===== src/rtl/toy_pkg.sv =====
// rtl/toy_pkg.sv - widths, panel states and button priority shared by the TOY front panel
package toy_pkg;

  localparam int ADDR_W  = 8;
  localparam int WORD_W  = 16;
  localparam int NUM_BTN = 6;

  typedef enum logic [2:0] {
    ST_IDLE,
    ST_MEM,
    ST_STEP,
    ST_RUN,
    ST_STOPPING
  } panel_state_e;

  // Button index doubles as priority: the lowest index wins when pulses coincide.
  typedef enum int {
    BTN_STOP  = 0,
    BTN_LOAD  = 1,
    BTN_LOOK  = 2,
    BTN_STEP  = 3,
    BTN_RUN   = 4,
    BTN_ENTER = 5
  } btn_idx_e;

  function automatic logic [NUM_BTN-1:0] btn_winner(input logic [NUM_BTN-1:0] p);
    logic [NUM_BTN-1:0] w;
    w = '0;
    for (int i = NUM_BTN - 1; i >= 0; i--) begin
      if (p[i]) begin
        w    = '0;
        w[i] = 1'b1;
      end
    end
    return w;
  endfunction

endpackage


===== src/rtl/btn_debounce.sv =====
// rtl/btn_debounce.sv - 2-FF synchroniser, stable-level counter and rising-edge pulse for one button
module btn_debounce #(
  parameter int DEBOUNCE_CYC = 1000
) (
  input  logic clk,
  input  logic rst_n,
  input  logic btn,
  output logic pulse
);

  localparam int CW = $clog2(DEBOUNCE_CYC + 1);
  localparam logic [CW-1:0] CNT_LAST = CW'(DEBOUNCE_CYC - 1);

  logic [1:0]    sync_q;
  logic          level_q;
  logic [CW-1:0] cnt_q;

  // The counter only runs while the synchronised input disagrees with the accepted level.
  always_ff @(posedge clk or negedge rst_n) begin
    if (!rst_n) begin
      sync_q  <= '0;
      level_q <= 1'b0;
      cnt_q   <= '0;
      pulse   <= 1'b0;
    end else begin
      sync_q <= {sync_q[0], btn};
      pulse  <= 1'b0;
      if (sync_q[1] == level_q) begin
        cnt_q <= '0;
      end else if (cnt_q == CNT_LAST) begin
        level_q <= sync_q[1];
        cnt_q   <= '0;
        pulse   <= sync_q[1];
      end else begin
        cnt_q <= cnt_q + CW'(1);
      end
    end
  end

endmodule


===== src/rtl/panel_ctrl.sv =====
// rtl/panel_ctrl.sv - TOY front-panel sequencer: LOAD/LOOK on the rw port, step/run/stop, stdin entry
// Optional feature macro: PANEL_AUTOINC_EN (post-incrementing panel address register).
module panel_ctrl
  import toy_pkg::*;
#(
  parameter int DEBOUNCE_CYC = 1000
) (
  input  logic              clk,
  input  logic              rst_n,
  input  logic              btn_load_i,
  input  logic              btn_look_i,
  input  logic              btn_step_i,
  input  logic              btn_run_i,
  input  logic              btn_stop_i,
  input  logic              btn_enter_i,
  input  logic [ADDR_W-1:0] sw_addr_i,
  input  logic [WORD_W-1:0] sw_data_i,
  output logic              mem_val_o,
  output logic              mem_wen_o,
  output logic [ADDR_W-1:0] mem_addr_o,
  output logic [WORD_W-1:0] mem_wdata_o,
  input  logic [WORD_W-1:0] mem_rdata_i,
  input  logic              mem_rdy_i,
  output logic              panel_owns_mem_o,
  output logic              cpu_exec_o,
  input  logic              cpu_running_i,
  input  logic              instr_val_i,
  input  logic              in_req_i,
  output logic              in_val_o,
  output logic [WORD_W-1:0] in_data_o,
  input  logic              in_rdy_i,
  output logic [ADDR_W-1:0] disp_addr_o,
  output logic [WORD_W-1:0] disp_data_o,
  output logic              led_ready_o,
  output logic              led_inwait_o
);

  logic [NUM_BTN-1:0] btn_raw, pulse, win;

  assign btn_raw = {btn_enter_i, btn_run_i, btn_step_i, btn_look_i, btn_load_i, btn_stop_i};

  for (genvar gi = 0; gi < NUM_BTN; gi++) begin : g_btn
    btn_debounce #(.DEBOUNCE_CYC(DEBOUNCE_CYC)) u_debounce (
      .clk   (clk),
      .rst_n (rst_n),
      .btn   (btn_raw[gi]),
      .pulse (pulse[gi])
    );
  end

  assign win = btn_winner(pulse);

  panel_state_e      state_q, state_d;
  logic              step_first_q, running_q;
  logic              mem_wen_q, in_val_q;
  logic [ADDR_W-1:0] mem_addr_q, disp_addr_q, base_addr;
  logic [WORD_W-1:0] mem_wdata_q, disp_data_q, in_data_q;

`ifdef PANEL_AUTOINC_EN
  logic [ADDR_W-1:0] inc_addr_q, sw_last_q;
  logic              sw_changed;

  // A moved address switch always overrides the incremented address.
  assign sw_changed = (sw_addr_i != sw_last_q);
  assign base_addr  = sw_changed ? sw_addr_i : inc_addr_q;

  always_ff @(posedge clk or negedge rst_n) begin
    if (!rst_n) begin
      inc_addr_q <= '0;
      sw_last_q  <= '0;
    end else begin
      sw_last_q <= sw_addr_i;
      if (sw_changed) begin
        inc_addr_q <= sw_addr_i;
      end else if (state_q == ST_MEM && mem_rdy_i) begin
        inc_addr_q <= mem_addr_q + ADDR_W'(1);
      end
    end
  end
`else
  assign base_addr = sw_addr_i;
`endif

  always_comb begin
    state_d = state_q;
    case (state_q)
      ST_IDLE: begin
        if (win[BTN_LOAD] || win[BTN_LOOK]) state_d = ST_MEM;
        else if (win[BTN_STEP])             state_d = ST_STEP;
        else if (win[BTN_RUN])              state_d = ST_RUN;
      end
      ST_MEM:      if (mem_rdy_i)   state_d = ST_IDLE;
      ST_STEP:     if (instr_val_i) state_d = ST_IDLE;
      ST_RUN: begin
        if (win[BTN_STOP])                     state_d = ST_STOPPING;
        else if (running_q && !cpu_running_i)  state_d = ST_IDLE;
      end
      ST_STOPPING: if (!cpu_running_i) state_d = ST_IDLE;
      default:     state_d = ST_IDLE;
    endcase
  end

  always_ff @(posedge clk or negedge rst_n) begin
    if (!rst_n) begin
      state_q      <= ST_IDLE;
      step_first_q <= 1'b0;
      running_q    <= 1'b0;
      mem_wen_q    <= 1'b0;
      mem_addr_q   <= '0;
      mem_wdata_q  <= '0;
      disp_addr_q  <= '0;
      disp_data_q  <= '0;
      in_val_q     <= 1'b0;
      in_data_q    <= '0;
    end else begin
      state_q      <= state_d;
      running_q    <= cpu_running_i;
      step_first_q <= (state_q == ST_IDLE) && (state_d == ST_STEP);
      if (state_q == ST_IDLE && state_d == ST_MEM) begin
        mem_addr_q  <= base_addr;
        mem_wdata_q <= sw_data_i;
        mem_wen_q   <= win[BTN_LOAD];
      end
      if (state_q == ST_MEM && mem_rdy_i) begin
        disp_addr_q <= mem_addr_q;
        disp_data_q <= mem_wen_q ? mem_wdata_q : mem_rdata_i;
      end
      if (in_val_q && in_rdy_i) begin
        in_val_q <= 1'b0;
      end else if (!in_val_q && win[BTN_ENTER] && led_inwait_o) begin
        in_val_q  <= 1'b1;
        in_data_q <= sw_data_i;
      end
    end
  end

  assign mem_val_o        = (state_q == ST_MEM);
  assign mem_wen_o        = mem_val_o && mem_wen_q;
  assign mem_addr_o       = mem_addr_q;
  assign mem_wdata_o      = mem_wdata_q;
  assign panel_owns_mem_o = (state_q == ST_IDLE) || (state_q == ST_MEM);
  assign cpu_exec_o       = (state_q == ST_RUN) || (state_q == ST_STEP && step_first_q);
  assign in_val_o         = in_val_q;
  assign in_data_o        = in_data_q;
  assign disp_addr_o      = disp_addr_q;
  assign disp_data_o      = disp_data_q;
  assign led_ready_o      = (state_q == ST_IDLE);
  assign led_inwait_o     = in_req_i && (state_q == ST_RUN);

endmodule

===== config.mk =====
export PLATFORM = sky130hd
export DESIGN_NAME = panel_ctrl
export DESIGN_NICKNAME = d
export VERILOG_FILES = /design/src/rtl/toy_pkg.sv /design/src/rtl/btn_debounce.sv /design/src/rtl/panel_ctrl.sv
export SDC_FILE = /design/constraint.sdc
export NUM_CORES = 1
export LEC_CHECK = 0
export ABC_AREA = 1
export CAP_MARGIN = 25
export CORE_MARGIN = 1
export CORE_UTILIZATION = 52
export CTS_CLUSTER_SIZE = 30
export DETAILED_ROUTE_END_ITERATION = 7
export HOLD_SLACK_MARGIN = 0.03
export MAX_ROUTING_LAYER = met4
export PLACE_DENSITY = 0.86
export SYNTH_ARGS = -nofsm -noshare
export SYNTH_HDL_FRONTEND = slang
export SYNTH_SLANG_ARGS = --single-unit

===== constraint.sdc =====
create_clock -name clk -period 1.9 [get_ports clk]
set_input_delay 0.38 -clock clk [delete_from_list [all_inputs] [get_ports clk]]
set_output_delay 0.38 -clock clk [all_outputs]
set_load 0.1 [all_outputs]

After elaboration in Yosys (flattened, before gate mapping)
Cells that the tools add are included.
W data, S select, Z words.
- flip-flop bits (word level): 155
- output and inout bits: 71
- reductions and logical operators: 24
- $add $sub $neg: 6
- mux-type cells: 42
- eq/ne operators: 18
- bitwise logic cells: 7
- operator list (cell ; count):
    $mux W10 ; 12
    $add A10 B1 Y10 const B ; 6
    $eq A10 B10 Y1 const B ; 6
    $mux W6 ; 6
    $mux W3 ; 8
    $mux W16 ; 1
    $pmux W3 S5 ; 1
    $mux W1 ; 14
    $reduce_and A2 Y1 ; 7
    $logic_and A1 B1 Y1 ; 10
    $eq A3 B2 Y1 const B ; 3
    $not A1 Y1 ; 7
    $eq A1 B1 Y1 ; 6
    $eq A3 B1 Y1 const B ; 2
    $eq A3 B3 Y1 const B ; 1
    $logic_not A3 Y1 ; 1
    $logic_or A1 B1 Y1 ; 3
    $logic_not A1 Y1 ; 2
    $reduce_bool A2 Y1 ; 1

Logic depth before layout (Yosys ltp)
- word-level depth: 12
- depth in mapped cells: 11
- depth with buffers taken out: 10

Modules after synthesis
A second synthesis with hierarchy kept.
- cells, all modules: 758
- area, all modules: 7056.8 um^2
- modules (own cells, without submodules) (module ; area each (um^2) ; times used ; cells an instance ; sequential area each (um^2)):
    btn_debounce ; 651.9 ; 6 ; 67 ; 350.3
    panel_ctrl ; 3145.5 ; 1 ; 356 ; 1776.7

Least setup slack after synthesis
OpenSTA, ideal clock, no wires.
- path type: flip-flop to output port
- from: reg state_q[1]
- to: out mem_wen_o
- cell stages (with the launch flop): 4
- path slack: -1.728 ns
- buffers on the path: 0
- required time: 1.520 ns
- arrival time: 3.248 ns
- path through: dfrtp_1 nor3_2 inv_2 nor2_1
- longest elaborated chain between the ends: 2
- ends and longest elaborated chain (what ; RTL line ; text):
    from (decl) ; panel_ctrl.sv:53 ; panel_state_e state_q, state_d;
    from (signal assigned) ; panel_ctrl.sv:116 ; state_q <= state_d;
    $eq A3 B1 Y1 ; panel_ctrl.sv:137 ; assign mem_val_o = (state_q == ST_MEM);
    via mem_val_o ; panel_ctrl.sv:18 ; output logic mem_val_o,
    $logic_and A1 B1 Y1 ; panel_ctrl.sv:138 ; assign mem_wen_o = mem_val_o && mem_wen_q;
    to (decl) ; panel_ctrl.sv:19 ; output logic mem_wen_o,
The timed path passes the listed nets, and every way through them passes these cells.

Final worst setup path
- from: reg state_q[1]
- to: out mem_wen_o
- longest elaborated chain between the ends: 2
- ends and longest elaborated chain (what ; RTL line):
    $eq A3 B1 Y1 ; panel_ctrl.sv:137
    $logic_and A1 B1 Y1 ; panel_ctrl.sv:138
Every way passes these cells.

==> flow_metrics.tcl <==
set metrics [dict create \
    status "complete, no violations" \
    fin_crit_ns 1.89 \
    dp_hpwl_um 10600 \
    drc_errors 0 \
    routedWlPerCell_um 13.9 \
    rsz0062_at_grt "yes" \
    instances_no_fill 1066 \
    rows 41 \
    max-cap-violations 0 \
    syn_nets 796 \
    drtAntennaViolNets 0 \
    syn_area_per_cell_sq_um 9.15 \
    pwr-share-seq 0.469 \
    synth_seq_cells 155 \
    critical_path_class "flop to primary output" \
    worst_setup_path_start_kind "flop" \
    ys_seq_area_frac 0.575 \
    yosysTopAreaCellShare 0.575 \
    setup_violations 0 \
    layout_setup_ws_ns 0.0129 \
    grt_pass1_wl_um 24400 \
    worstHoldPathType "flop to flop" \
    root_buffer "clkbuf_16" \
    endpoint_kind "primary output" \
    hold-path-endpoint "g_btn[2].u_debounce.sync_q[1]$_DFF_PN0_" \
    internal_power_w 0.00562 \
    worstPathCellList "nor3_4 > inv_2 > nor2_4 > buf_12" \
    fin_skew_ns 0.00699 \
    clkLatencyLatePin_ns 0.43 \
    pre_cts_slack_ns -0.0339 \
    p_switching_w 0.00166 \
    synth_top_flop_cell "dfrtp_1" \
    cp_slowest_cell "dfrtp_2" \
    synth_area_leaders "dfrtp_1, nand2_1, nor2_1" \
    num_io_pins 124 \
    cts_tree "yes" \
    cts_buffers 17 \
    power_frac_clock 0.460 \
    fmax_mhz 530 \
    synth_edf_count 0 \
    yosysUniqueCellTypes 33 \
    clk_path_buf_depth 2 \
    fin_util 0.734 \
    p_per_area_nw_per_um2 786 \
    htree_levels 4 \
    cp_slowest_stage_delay_ns 0.48 \
    p_leak_nw 4.54 \
    nets 940 \
    pwr-share-comb 0.071 \
    die_h_um 116 \
    dp.cells 1029 \
    grt_pass1_vias 5264 \
    vias_per_cell 5.08 \
    drive_above_1_share 0.194 \
    ys_warn_count 0 \
    vdd_drop_max_mv 0.593 \
    cts_sinks 155 \
    synthArstFlopShare 1.00 \
    num_vias 5420 \
    ff2ff_setup_slack_ns 0.21 \
    grt_max_degree 43 \
    antenna_found_initial 0 \
    track_usage 0.245 \
    firstDrtPassIters 5 \
    hold_depth 0 \
    period_share 0.993 \
    arrival_ns 1.51 \
    floorplan.initialDensity 0.534 \
    sw_frac_of_total 0.228 \
    gr-total-overflow 0 \
    antennaDiodeCount 0 \
    maxSlewViolCount 0 \
    wirelength_um 14900 \
    worstReg2RegStart "g_btn[0].u_debounce.pulse$_DFF_PN0_" \
    hp-start "g_btn[2].u_debounce.sync_q[0]$_DFF_PN0_" \
    crit_buf_inv 2 \
    placeableCoreArea_sq_um 12600 \
    tightest_slew_ns 0.545 \
    hold_viol 0 \
    crit_family "flip-flops" \
    drt_iter0_drc 444 \
    place_congestion 0.848 \
    die_w_um 116 \
    synth.most_common_cell "nand2_1" \
    synth_commonest_cells "nand2_1, dfrtp_1, nor2_1, inv_1, nand3_1" \
    syn_inst 737 \
    n_fill_cell 846 \
    crit_fanout 6 \
    clk_pin_slew_ns 0.06 \
    syn2layout_area_growth_pct 37.4 \
    maxSlewHeadroom 0.637 \
    syn-cell-area_sq_um 6740 \
    worstReg2RegEnd "mem_wdata_o[15]$_DFFE_PN0P_" \
    fp.dieArea_sq_um 13400 \
    synth_top_cell_by_area "dfrtp_1" \
    rr_worst_depth 10 \
    port-buffer-count 123 \
    crit_required_ns 1.52 \
]
==> power by group through the flow <==
stage | combinational, W | clock (W) | sequential [W]
global placement | 0.000510 | 0 | 0.00347
global route | 0.000564 | 0.00354 | 0.00342
floorplan | 0.000116 | 0 | 0.00359
detailed placement | 0.000519 | 0 | 0.00348
CTS | 0.000524 | 0.00340 | 0.00342
finish | 0.000515 | 0.00335 | 0.00342
==> cell usage in the layout, fill, tap and decap left out, types with 21 or more instances in the layout <==
cell,count
nand3_1,49
nand2_1,162
inv_1,69
xor2_1,25
dfrtp_1,153
nor3_1,22
clkdlybuf4s50_1,51
o21ai_0,21
buf_12,44
nor2_1,114
buf_4,44
==> metal layers <==
metal	track usage	share of wire	vias to the layer above
li1	-	-	2640
met1	0.287	0.41	2606
met2	0.410	0.51	146
met3	0.0586	0.064	28
met4	0.0863	0.021	0
met5	-	0	-
==> sequential cells by signal, summed over array words and instances (netlist names), 3 cells and up <==
name	cells
g_btn.u_debounce.level_q	6
state_q	3
mem_addr_o	8
g_btn.u_debounce.cnt_q	60
g_btn.u_debounce.sync_q	12
disp_data_o	16
mem_wdata_o	16
g_btn.u_debounce.pulse	6
in_data_o	16
disp_addr_o	8
==> cell families after synthesis <==
kind of cell,count (synthesis),synth area share
AOI/OAI and AO/OA,58,0.0613
xor gates and xnor gates,28,0.0364
adders and majority gates,6,0.0111
buffers and inverters,91,0.0587
DFF,155,0.575
and+or+nand+nor,399,0.257
==> worst register-to-register path, stage by stage (launching register included) <==
cell and delay [ns]:
dfrtp_1 0.42, nor2_1 0.23, nand3_1 0.14, nand2_1 0.08, nand2_1 0.04, nand2_1 0.06, nand2_1 0.06, nand2_2 0.20
nand2_8 0.17, nand2_1 0.12, nand2_1 0.06
==> cell type report <==
type / instances / area, sq um / area share
multi-input cells: 491 / 2550 / 0.276
clock inverters: 12 / 149 / 0.0161
inverters: 75 / 284 / 0.0307
clock buffers: 20 / 437 / 0.0471
well taps: 172 / 215 / 0.0232
repair buffers: 141 / 1740 / 0.188
flip-flops and latches: 155 / 3880 / 0.419
==> how the worst max path moves through the flow <==
stage,depth (start not counted),startpoint,endpoint,slack (ns)
CTS,5,state_q[0]$_DFF_PN0_,mem_wen_o,-0.004
global route,4,state_q[1]$_DFF_PN0_,mem_wen_o,-0.03
detailed placement,9,cpu_running_i,mem_wdata_o[13]$_DFFE_PN0P_,-0.03
finish,4,state_q[1]$_DFF_PN0_,mem_wen_o,0.01
floorplan,3,state_q[2]$_DFF_PN0_,mem_wen_o,-0.49
global placement,9,cpu_running_i,mem_wdata_o[14]$_DFFE_PN0P_,0.05
==> through the flow <==
stage               TNS (ns)  cell area, sq um  hold slack, ns  total power [W]
global route         -0.0429              9260           0.357          0.00753
floorplan             -11.19              6840          0.0844          0.00371
global placement           0              8620           0.322          0.00398
CTS                 -0.00382              9250           0.352          0.00734
finish                     0              9260           0.351          0.00729
detailed placement    -0.195              8620           0.323          0.00399
==> what timing repair did <==
action                                  4_1_cts  5_1_grt
resized for setup                             3        2
endpoints found under the hold margin        38        0
setup buffers                                 4        0
endpoints found under the setup margin        3        5
pin swaps                                     2        1
hold buffers                                  1        0
Power figures use the tool's default switching activity.
